## src/rtl/serial_addsub_ctrl.sv

```systemverilog
// Bit-serial add/subtract sequencer: feeds operands LSB-first through one
// add/sub bit slice with a registered carry and collects the serial result.
module serial_addsub_ctrl #(
  parameter int unsigned WIDTH = 4
) (
  input  logic             clk,
  input  logic             rst_n,
  input  logic             start,
  input  logic [WIDTH-1:0] a,
  input  logic [WIDTH-1:0] b,
  input  logic             m,
  output logic             busy,
  output logic             done,
  output logic [WIDTH-1:0] s,
  output logic             cout,
  output logic             ovf
);

  localparam int unsigned CNT_W = $clog2(WIDTH);
  localparam logic [CNT_W-1:0] LAST_BIT = CNT_W'(WIDTH - 1);

  typedef enum logic [1:0] {
    ST_IDLE  = 2'd0,
    ST_SHIFT = 2'd1,
    ST_DONE  = 2'd2
  } state_t;

  state_t           state;
  logic [WIDTH-1:0] sh_a;
  logic [WIDTH-1:0] sh_b;
  logic [WIDTH-1:0] res;
  logic             mode;
  logic             c;
  logic [CNT_W-1:0] cnt;

  // Add/sub bit slice on the current LSBs of the operand shift registers
  logic bx_c;
  logic sum_c;
  logic c_nxt_c;

  assign bx_c    = sh_b[0] ^ mode;
  assign sum_c   = sh_a[0] ^ bx_c ^ c;
  assign c_nxt_c = (sh_a[0] & bx_c) | (sh_a[0] & c) | (bx_c & c);

  always_ff @(posedge clk or negedge rst_n) begin
    if (!rst_n) begin
      state <= ST_IDLE;
      sh_a  <= '0;
      sh_b  <= '0;
      res   <= '0;
      mode  <= 1'b0;
      c     <= 1'b0;
      cnt   <= '0;
      busy  <= 1'b0;
      done  <= 1'b0;
      s     <= '0;
      cout  <= 1'b0;
      ovf   <= 1'b0;
    end else begin
      case (state)
        ST_IDLE, ST_DONE: begin
          done <= 1'b0;
          if (start) begin
            sh_a  <= a;
            sh_b  <= b;
            mode  <= m;
            c     <= m;
            cnt   <= '0;
            busy  <= 1'b1;
            state <= ST_SHIFT;
          end else begin
            state <= ST_IDLE;
          end
        end
        ST_SHIFT: begin
          sh_a <= sh_a >> 1;
          sh_b <= sh_b >> 1;
          res  <= {sum_c, res[WIDTH-1:1]};
          c    <= c_nxt_c;
          cnt  <= cnt + CNT_W'(1);
          // Last bit: publish result; c is still the carry into the MSB here
          if (cnt == LAST_BIT) begin
            s     <= {sum_c, res[WIDTH-1:1]};
            cout  <= c_nxt_c;
            ovf   <= c ^ c_nxt_c;
            busy  <= 1'b0;
            done  <= 1'b1;
            state <= ST_DONE;
          end
        end
        default: state <= ST_IDLE;
      endcase
    end
  end

endmodule
```

## config.mk

```make
export PLATFORM = sky130hd
export DESIGN_NAME = serial_addsub_ctrl
export DESIGN_NICKNAME = d
export VERILOG_FILES = /design/src/rtl/serial_addsub_ctrl.sv
export SDC_FILE = /design/constraint.sdc
export NUM_CORES = 1
export LEC_CHECK = 0
export ABC_AREA = 1
export BUFFER_PORTS_ARGS = -buffer_cell sky130_fd_sc_hd__buf_2
export CAP_MARGIN = 20
export CORE_MARGIN = 4
export CORE_UTILIZATION = 40
export DETAILED_ROUTE_END_ITERATION = 8
export GPL_ROUTABILITY_DRIVEN = 0
export HOLD_SLACK_MARGIN = 0.15
export PLACE_DENSITY = 0.68
export SETUP_SLACK_MARGIN = 0.05
export SYNTH_ARGS = -nofsm -noshare
export SYNTH_HDL_FRONTEND = slang
export SYNTH_SLANG_ARGS = --single-unit
```

## constraint.sdc

```tcl
create_clock -name clk -period 1.31 [get_ports clk]
set_clock_uncertainty 0.15 [all_clocks]
set_input_delay 0.262 -clock clk [delete_from_list [all_inputs] [get_ports clk]]
set_output_delay 0.262 -clock clk [all_outputs]
set_load 0.005 [all_outputs]
```

==> metrics.yaml, run 1 <==
die:
  fp.dieH_um: 61.9
  die_area_um2: 3830
  die_x_um: 61.9
  num_io_pins: 20
  initial_utilization_pct: 42.1
  rows: 19
  core_area_um2: 2760
setup_path:
  cp_cell_sequence: "xnor2_1, fa_2, o21ai_1"
  slowest_delay_ps: 480
  r2r_slack_ps: -110
  worstSetupPathType: "register to register"
  cp-startpoint: "mode$_DFFE_PN0P_"
  reg2reg_from: "mode$_DFFE_PN0P_"
  crit_path_end: "res[3]$_DFFE_PN0P_"
  required_ps: 1420
  r2r_end: "res[3]$_DFFE_PN0P_"
  crit_path_end_kind: "register"
  slowest_stage: "fa_2"
  worstPathMaxFanout: 2
  cp-start-kind: "register"
  ff2ff_path_depth: 3
  arrival_ps: 1520
routing:
  drtPass1Iterations: 4
  vias_per_cell: 4.69
  first_iter_violations: 48
  final_antenna_net_count: 0
  wl_per_cell_um: 11.7
  drc: 0
  drt_wl_total_um: 2520
  vias: 1008
clock_network:
  clockRootBuffer: "clkbuf_4"
  cts_buffer_depth: 2
  path_clk_slew_ps: 140
  clock_sinks: 25
  htree_num_levels: 1
  cts_inserted_buffers: 3
  cts_tree: "built"
  clk_latency_ps: 310
timing:
  fin_hold_ws_ps: 157
  min_period_ps: 1420
  drv_slew: 0
  setup_viol_count_final: 5
  fmax_ghz: 0.705
  grt_setup_unrepaired: "yes"
  fin_ws_ps: -108
  finalHoldViolations: 0
  slew_headroom_pct: 62.7
  tightestPinTransition_ps: 559
  post-route-period-util_pct: 108
  tns_ps: -442
synth:
  syn_area_per_cell_um2: 8.72
  synth_area_leaders: "dfrtp_1 54%, nand2_1 15%, inv_1 6.5%"
  syn-num-nets: 147
  synth_ff_type: "dfrtp_1"
  synth_top_area_share_pct: 53.9
  synth_cells: 133
  synth.cell_area_um2: 1160
  yosysWarnings: 0
  yosys-top-cells-count: "46 x nand2_1, 25 x dfrtp_1, 20 x inv_1"
  synthArstFlopShare_pct: 100
  synth-seq-cells: 25
  synth_cell_types: 18
  yosys.area.top_type: "dfrtp_1"
  ys_seq_area_share_pct: 53.9
  yosys.cell_count.top_type: "nand2_1"
  synth_edf_count: 0
job:
  drv_cap: 0
status:
  status: "finished, violations left"
  violations: "negative setup slack"
global_route:
  grt_max_degree: 26
  grt_use_total_pct: 13.7
  grt_first_pass_wirelength_um: 3950
  grt_overflow: 0
  grt_pass1_vias: 924
  antenna_found_initial: 0
hold_path:
  holdCritPathClass: "input port to register"
pwr:
  finalPower_mw: 4.09
  p_per_area_nw_per_um2: 2490
  power.leakage_nw: 0.894
  ir_worst_vdd_uv: 1480
final_layout:
  area_growth_pct: 41.7
  fill_cells: 249
  final_cells: 215
  nNetsFinal: 199
  n_antenna_cell: 0
  layout-drive-gt1-share_pct: 35.9
  final_util_pct: 59.6
placed_design:
  hpwl_um: 1660
  dp.cells: 189
  port_buffers: 19
cell families (layout without fill, tap and decap cells):
kind of cell | Yosys count | in the layout | share of synthesized area [%]
and+or+nand+nor | 67 | 68 | 25.5
xor gates and xnor gates | 2 | 2 | 1.51
buffers and inverters | 26 | 76 | 10.2
DFF | 25 | 25 | 53.9
AOI/OAI and AO/OA | 11 | 11 | 6.04
adders and majority gates | 2 | 2 | 2.80
critical path: cells and delay by family, from the launching register on:
kind,cells,cell delay (ps)
adder cells (fa/ha/maj),1,480
flip-flops,1,410
AO/OA/AOI/OAI,1,120
XOR/XNOR,1,200
state kept, by name, summed over array words and instances, names as in the netlist:
name / cells
mode: 1
s: 4
cout: 1
busy: 1
c: 1
sh_a: 4
cnt: 2
sh_b: 4
ovf: 1
res: 3
done: 1
state: 2
report_power, final:
group | switching (mW) | internal [mW]
clock network | 0.229 | 0.114
logic | 1.23 | 1.14
registers | 0.242 | 1.14
cell usage in the layout, fill, tap and decap left out:
master | synthesis | routed
nand2_1 | 46 | 41
dfrtp_1 | 25 | 24
inv_1 | 20 | 20
buf_2 | 0 | 19
buf_4 | 1 | 15
nand3_1 | 13 | 11
dlygate4sd3_1 | 0 | 11
nand2_2 | 2 | 5
o21ai_2 | 4 | 4
buf_6 | 2 | 4
o21ai_0 | 6 | 3
nand2_4 | 2 | 3
o21ai_1 | 0 | 3
clkbuf_4 | 0 | 3
xnor2_1 | 2 | 2
nand2_8 | 0 | 2
nor2_1 | 3 | 2
nand3_2 | 0 | 2
inv_2 | 2 | 1
inv_4 | 1 | 1
nor2_4 | 1 | 1
a21oi_1 | 1 | 1
inv_6 | 0 | 1
nor2_2 | 0 | 1
fa_2 | 0 | 1
ha_4 | 0 | 1
clkinv_2 | 0 | 1
dfrtp_2 | 0 | 1
per-layer routing:
layer	part of all wire, %	up-vias	track usage (%)
met5	0	-	0
met4	0	0	1.82
met3	5.0	0	2.48
met2	51	30	24.2
met1	44	467	18.0
li1	-	511	-
metrics by stage:
step                cell area, um^2  setup WS (ps)
floorplan                      1160          -60.2
global placement               1330          -77.2
detailed placement             1330          -99.6
CTS                            1520           -119
global route                   1640           -158
finish                         1640           -108
worst min path at each step:
stage	startpoint	to	slack, ps	cells past startpoint
after detailed placement	rst_n	cout$_DFFE_PN0P_	140	1
after floorplan	rst_n	busy$_DFFE_PN0P_	-180	0
after CTS	start	sh_a[3]$_DFFE_PN0P_	150	5
after global routing	start	sh_b[3]$_DFFE_PN0P_	170	5
after global placement	rst_n	s[3]$_DFFE_PN0P_	130	1
final	start	sh_a[3]$_DFFE_PN0P_	160	5
area by class of cell:
type	instances	area, um^2	area share, %
multi-input cells	83	494	30.1
clock inverters	1	5.00	0.304
clock buffers	3	22.5	1.37
well taps	31	38.8	2.36
repair buffers	49	363	22.1
inverters	23	93.8	5.71
flip-flops and latches	25	627	38.1
timing repair:
action / 4_1_cts / 5_1_grt
buffers inserted: 5 / 5
endpoints found under the setup margin: 16 / 23
hold endpoints to repair: 35 / 0
pin swaps: 2 / 8
hold buffers: 11 / 0
gates resized for setup: 4 / 19
gates cloned: 0 / 1
Note: power is estimated with default switching activity, not from simulation.
==> run 2: changes to the inputs <==
- CORE_UTILIZATION: 40 -> 48
- PLACE_DENSITY: 0.68 -> 0.79
==> run 2 against run 1 <==
The run still ends with negative setup slack left. Hold slack better by 7.7 ps. Combinational power is 5% lower. Final area is 2.7% lower. Sequential share of layout area is 1.1 points higher. Sequential cell count stayed put. Power is 3.4% lower. Global-route usage is 2.4 points higher. First-iteration DRC count is 40% lower. Critical endpoint is now ovf$_DFFE_PN0P_. Highest routed layer is now met4. Register-to-register slack worse by 20 ps.
==> metrics.yaml, run 2 (synthesis results as in run 1) <==
status:
  status: "finished, violations left"  # unchanged
  violations: "negative setup slack"  # unchanged
pwr:
  power.leakage_nw: 0.875  # was 0.894 nW
  cellInternalPower_mw: 2.29  # was 2.39 mW
  p_sw_mw: 1.65  # was 1.70 mW
  pwr-share-clk_pct: 8.5  # was 8.4%
  p_per_area_nw_per_um2: 2470  # was 2490 nW/um^2
  pwr-share-comb_pct: 56.8  # was 57.9%
  ir_worst_vdd_uv: 1440  # was 1480 uV
  finalPower_mw: 3.95  # was 4.09 mW
  swShare_pct: 41.9  # was 41.6%
  seq_power_share_pct: 34.7  # was 33.7%
final_layout:
  final_util_pct: 70.9  # was 59.6%
  area_growth_pct: 37.9  # was 41.7%
  layout-drive-gt1-share_pct: 33.3  # was 35.9%
  reg_top3: "s (4), sh_a (4), sh_b (4)"  # unchanged
  fin_area_um2: 1600  # was 1640 um^2
  n_antenna_cell: 0  # unchanged
  nNetsFinal: 195  # was 199
  final_common_cell: "nand2_1"  # unchanged
  final_cell_mix: "42 x nand2_1, 24 x dfrtp_1, 20 x inv_1, 19 x buf_2"  # was 41 x nand2_1, 24 x dfrtp_1, 20 x inv_1, 19 x buf_2, 15 x buf_4
timing:
  post-route-period-util_pct: 110  # was 108%
  fin_ws_ps: -131  # was -108 ps
  slew_headroom_pct: 63.1  # was 62.7%
  drv_slew: 0  # unchanged
  fin_hold_ws_ps: 165  # was 157 ps
  fmax_ghz: 0.694  # was 0.705 GHz
  tightestPinTransition_ps: 554  # was 559 ps
  grt_setup_unrepaired: "yes"  # unchanged
  finalHoldViolations: 0  # unchanged
  min_period_ps: 1440  # was 1420 ps
  setup_viol_count_final: 5  # unchanged
clock_network:
  clockRootBuffer: "clkbuf_4"  # unchanged
  htree_num_levels: 1  # unchanged
  clk_latency_ps: 310  # about the same
  cts_inserted_buffers: 3  # unchanged
  path_clk_slew_ps: 130  # was 140 ps
  cts_buffer_depth: 2  # unchanged
  cts_tree: "built"  # unchanged
  clock_sinks: 25  # unchanged
setup_path:
  worstSetupPathType: "register to register"  # unchanged
  arrival_ps: 1550  # was 1520 ps
  crit_path_end_kind: "register"  # unchanged
  slowest_stage: "dfrtp_1"  # was fa_2
  slowest_delay_ps: 420  # was 480 ps
  cp-startpoint: "mode$_DFFE_PN0P_"  # unchanged
  required_ps: 1410  # was 1420 ps
  reg2reg_from: "mode$_DFFE_PN0P_"  # unchanged
  worstPathMaxFanout: 3  # was 2
  cp-start-kind: "register"  # unchanged
  cp_cell_sequence: "xnor2_1, fa_2, xnor2_1, nand2_1, nand2_1"  # was xnor2_1, fa_2, o21ai_1
die:
  core_area_um2: 2250  # was 2760 um^2
  num_io_pins: 20  # unchanged
  rows: 17  # was 19
  fp.dieH_um: 57.2  # was 61.9 um
  die_area_um2: 3270  # was 3830 um^2
  initial_utilization_pct: 51.4  # was 42.1%
  die_x_um: 57.2  # was 61.9 um
global_route:
  grt_use_total_pct: 16.1  # was 13.7%
  grt_overflow: 0  # unchanged
  grt_pass1_vias: 1006  # was 924
  grt_first_pass_wirelength_um: 4200  # was 3950 um
  antenna_found_initial: 0  # unchanged
  grt_max_degree: 26  # unchanged
routing:
  vias: 1023  # was 1008
  wl_per_cell_um: 12.3  # was 11.7 um
  vias_per_cell: 4.92  # was 4.69
  drtPass1Iterations: 4  # unchanged
  drt_wl_total_um: 2560  # was 2520 um
  first_iter_violations: 29  # was 48
  drc: 0  # unchanged
  final_antenna_net_count: 0  # unchanged
job:
  drv_cap: 0  # unchanged
placed_design:
  port_buffers: 19  # unchanged
  place_area_um2: 1330  # about the same
  hpwl_um: 1620  # was 1660 um
hold_path:
  min_from: "start"  # unchanged
  holdCritPathClass: "input port to register"  # unchanged
[run 2: repair_timing]
action,4_1_cts,5_1_grt
gates cloned,0,1
endpoints found under the setup margin,16,25
resized for setup,2,19
endpoints found under the hold margin,34,0
buffers inserted,1,5
hold buffers,11,0
pin swaps,1,9
[run 2: final cells by class]
type                       instances  area (um^2)
inverter                          23         91.3
timing repair buffer              45          333
tap                               28         35.0
sequential                        25          627
clock buffer                       4         26.3
multi-input combinational         83          487
fill                             182          656
[run 2: worst paths after layout]
kind                                   endpoint  slack (ps)  cells after the start
max                             ovf$_DFFE_PN0P_        -130                      5
min                         sh_a[3]$_DFFE_PN0P_         160                      5
max reg2reg                     ovf$_DFFE_PN0P_        -130                      5
min reg2reg                 sh_b[1]$_DFFE_PN0P_         340                      2
max in group asynchronous  state[0]$_DFFE_PN0P_         310                      2
min in group asynchronous      s[0]$_DFFE_PN0P_         310                      2
[run 2: worst max-delay path: cells and delay by family (launching register included)]
kind	cells	cell delay, ps
xor gates and xnor gates	2	330
adders and majority gates	1	370
DFF	1	420
and+or+nand+nor	2	130
[run 2: power groups by stage]
stage | logic [mW] | registers (mW) | clock network (mW)
floorplan | 1.28 | 1.32 | 0
detailed placement | 1.79 | 1.37 | 0
CTS | 1.88 | 1.35 | 0.343
global placement | 1.72 | 1.34 | 0
global route | 2.49 | 1.41 | 0.384
finish | 2.24 | 1.37 | 0.337
[run 2: per-layer routing]
layer	wire (um)	track usage, %	share of wire [%]
met2	1300	28.2	51
met5	0	0	0
met3	106	2.71	4.1
met4	10	5.63	0.39
met1	1140	20.0	44
[run 2: stage by stage]
stage,worst slack (ps),instances,setup TNS (ps)
CTS,-143,202,-579
global placement,-79.8,186,-222
global route,-205,208,-919
finish,-131,208,-553
detailed placement,-117,186,-415
floorplan,-60.2,133,-140
==> run 3: changes to the inputs <==
- CORE_MARGIN: 4 -> not set
==> run 3 against run 2 <==
The run still ends with negative setup slack left. Register-to-register slack lost 20 ps. Clock-buffer cell count shrank 1. First-iteration DRC count shrank 31%. Hold slack gained 43 ps. Core utilization grew 1.2 points. Sequential cell count is the same. Sequential power is essentially flat. Clock power grew 2%. Die area shrank 20%. Via count shrank 0.39%. Combinational power grew 3%. Critical path type unchanged. Largest power group unchanged.
==> metrics.yaml, run 3 (synthesis results as in run 1) <==
status:
  status: "finished, violations left"  # unchanged
  violations: "negative setup slack"  # unchanged
die:
  rows: 17  # unchanged
  num_io_pins: 20  # unchanged
  die_area_um2: 2620  # was 3270 um^2
  initial_utilization_pct: 51.4  # unchanged
  fp.dieH_um: 51.2  # was 57.2 um
  core_area_um2: 2250  # unchanged
  die_x_um: 51.2  # was 57.2 um
routing:
  vias_per_cell: 4.74  # was 4.92
  final_antenna_net_count: 0  # unchanged
  drc: 0  # unchanged
  wl_per_cell_um: 12.1  # was 12.3 um
  met2WireLength_um: 1430  # was 1300 um
  wl_met1_um: 1030  # was 1140 um
  drtPass1Iterations: 4  # unchanged
  maxUsedRoutingLayer: "met4"  # unchanged
  first_iter_violations: 20  # was 29
  vias: 1019  # was 1023
  drt_wl_total_um: 2600  # was 2560 um
  routed-wl-met3_um: 89  # was 106 um
placed_design:
  port_buffers: 19  # unchanged
  hpwl_um: 1550  # was 1620 um
global_route:
  grt_overflow: 0  # unchanged
  antenna_found_initial: 0  # unchanged
  grt_pass1_vias: 963  # was 1006
  grt_use_total_pct: 21.4  # was 16.1%
  grt_max_degree: 26  # unchanged
  grt_first_pass_wirelength_um: 4090  # was 4200 um
final_layout:
  final_common_cell: "nand2_1"  # unchanged
  final_util_pct: 72.1  # was 70.9%
  area_growth_pct: 40.2  # was 37.9%
  fill_cells: 185  # was 182
  nNetsFinal: 202  # was 195
  final_cell_mix: "45 x nand2_1, 24 x dfrtp_1, 21 x buf_4, 20 x inv_1, 19 x buf_2"  # was 42 x nand2_1, 24 x dfrtp_1, 20 x inv_1, 19 x buf_2
  n_antenna_cell: 0  # unchanged
  reg_top3: "s (4), sh_a (4), sh_b (4)"  # unchanged
  layout-drive-gt1-share_pct: 34.2  # was 33.3%
setup_path:
  crit_path_end_kind: "register"  # unchanged
  worstPathMaxFanout: 2  # was 3
  arrival_ps: 1520  # was 1550 ps
  ff2ff_path_depth: 3  # was 5
  r2r_end: "res[3]$_DFFE_PN0P_"  # was ovf$_DFFE_PN0P_
  worstSetupPathType: "register to register"  # unchanged
  r2r_slack_ps: -150  # was -130 ps
  cp-start-kind: "register"  # unchanged
  required_ps: 1370  # was 1410 ps
  reg2reg_from: "sh_b[0]$_DFFE_PN0P_"  # was mode$_DFFE_PN0P_
pwr:
  cellInternalPower_mw: 2.38  # was 2.29 mW
  p_per_area_nw_per_um2: 2480  # was 2470 nW/um^2
  p_sw_mw: 1.65  # about the same
  pwr-share-clk_pct: 8.6  # was 8.5%
  seq_power_share_pct: 34.1  # was 34.7%
  swShare_pct: 40.9  # was 41.9%
  finalPower_mw: 4.03  # was 3.95 mW
  pwr-share-comb_pct: 57.3  # was 56.8%
  ir_worst_vdd_uv: 1440  # about the same
  power.leakage_nw: 0.898  # was 0.875 nW
timing:
  fin_ws_ps: -148  # was -131 ps
  slew_headroom_pct: 63.3  # was 63.1%
  finalHoldViolations: 0  # unchanged
  tightestPinTransition_ps: 551  # was 554 ps
  min_period_ps: 1460  # was 1440 ps
  setup_viol_count_final: 5  # unchanged
  drv_slew: 0  # unchanged
  grt_setup_unrepaired: "yes"  # unchanged
  fmax_ghz: 0.686  # was 0.694 GHz
  post-route-period-util_pct: 111  # was 110%
  fin_hold_ws_ps: 208  # was 165 ps
clock_network:
  htree_num_levels: 1  # unchanged
  clockRootBuffer: "clkbuf_4"  # unchanged
  cts_tree: "built"  # unchanged
  cts_inserted_buffers: 3  # unchanged
  clock_sinks: 25  # unchanged
  path_clk_slew_ps: 140  # was 130 ps
  cts_buffer_depth: 2  # unchanged
  clk_latency_ps: 320  # was 310 ps
job:
  drv_cap: 0  # unchanged
hold_path:
  holdPathStages: 4  # was 5
  whs_endpoint: "busy$_DFFE_PN0P_"  # was sh_a[3]$_DFFE_PN0P_
  holdCritPathClass: "input port to register"  # unchanged
  min_from: "start"  # unchanged
==> run 3: cell types whose count changed in the layout (fill, tap and decap cells not counted), sizes merged <==
cell / before / now
clkbuf: 4 / 3
buf: 34 / 41
clkinvlp: 0 / 1
dlygate4sd3: 11 / 12
nand2: 51 / 50
==> run 3: repair_timing <==
action	CTS	global route
buffers inserted	5	8
pin swaps	2	5
setup endpoints to repair	17	21
hold endpoints to repair	34	0
hold buffers	12	0
resized for setup	5	9
==> run 3: power by group through the flow <==
stage	combinational (mW)	clock (mW)	sequential, mW
global placement	1.72	0	1.34
CTS	1.96	0.353	1.36
floorplan	1.28	0	1.32
detailed placement	1.78	0	1.37
finish	2.31	0.345	1.38
global route	2.57	0.390	1.41
==> run 3: worst max path at each step <==
stage	to	startpoint	cells past startpoint
final	res[3]$_DFFE_PN0P_	sh_b[0]$_DFFE_PN0P_	3
after CTS	res[3]$_DFFE_PN0P_	sh_b[0]$_DFFE_PN0P_	3
after detailed placement	res[3]$_DFFE_PN0P_	mode$_DFFE_PN0P_	3
after floorplan	res[3]$_DFFE_PN0P_	mode$_DFFE_PN0P_	3
after global routing	ovf$_DFFE_PN0P_	sh_b[0]$_DFFE_PN0P_	5
after global placement	res[3]$_DFFE_PN0P_	mode$_DFFE_PN0P_	3
==> run 3: critical path, cell delays in order (launching register included) <==
cell	delay (ps)
dfrtp_1	450
xnor2_2	160
fa_2	540
o21ai_1	60
==> run 3: cell type report <==
class / count / area [um^2] / area share [%]
timing repair buffer: 53 / 384 / 23.6
inverter: 23 / 93.8 / 5.77
clock buffer: 3 / 22.5 / 1.38
tap: 28 / 35.0 / 2.15
multi-input combinational: 82 / 457 / 28.1
clock inverter: 1 / 7.51 / 0.462
sequential: 25 / 627 / 38.5
==> run 3: layer usage <==
layer  track usage (%)  vias up
met4              5.56        0
met1              24.8      472
met5                 0        -
met2              41.0       30
li1                  -      511
met3              2.68        6
==> run 3: stage by stage <==
stage          worst slack, ps  cells  TNS (ps)  cell area (um^2)
2_1_floorplan            -60.2    133      -140              1160
6_report                  -148    215      -657              1630
5_1_grt                   -222    215      -896              1630
3_3_place_gp             -75.6    186      -217              1330
3_5_place_dp              -113    186      -390              1330
4_1_cts                   -134    207      -539              1540
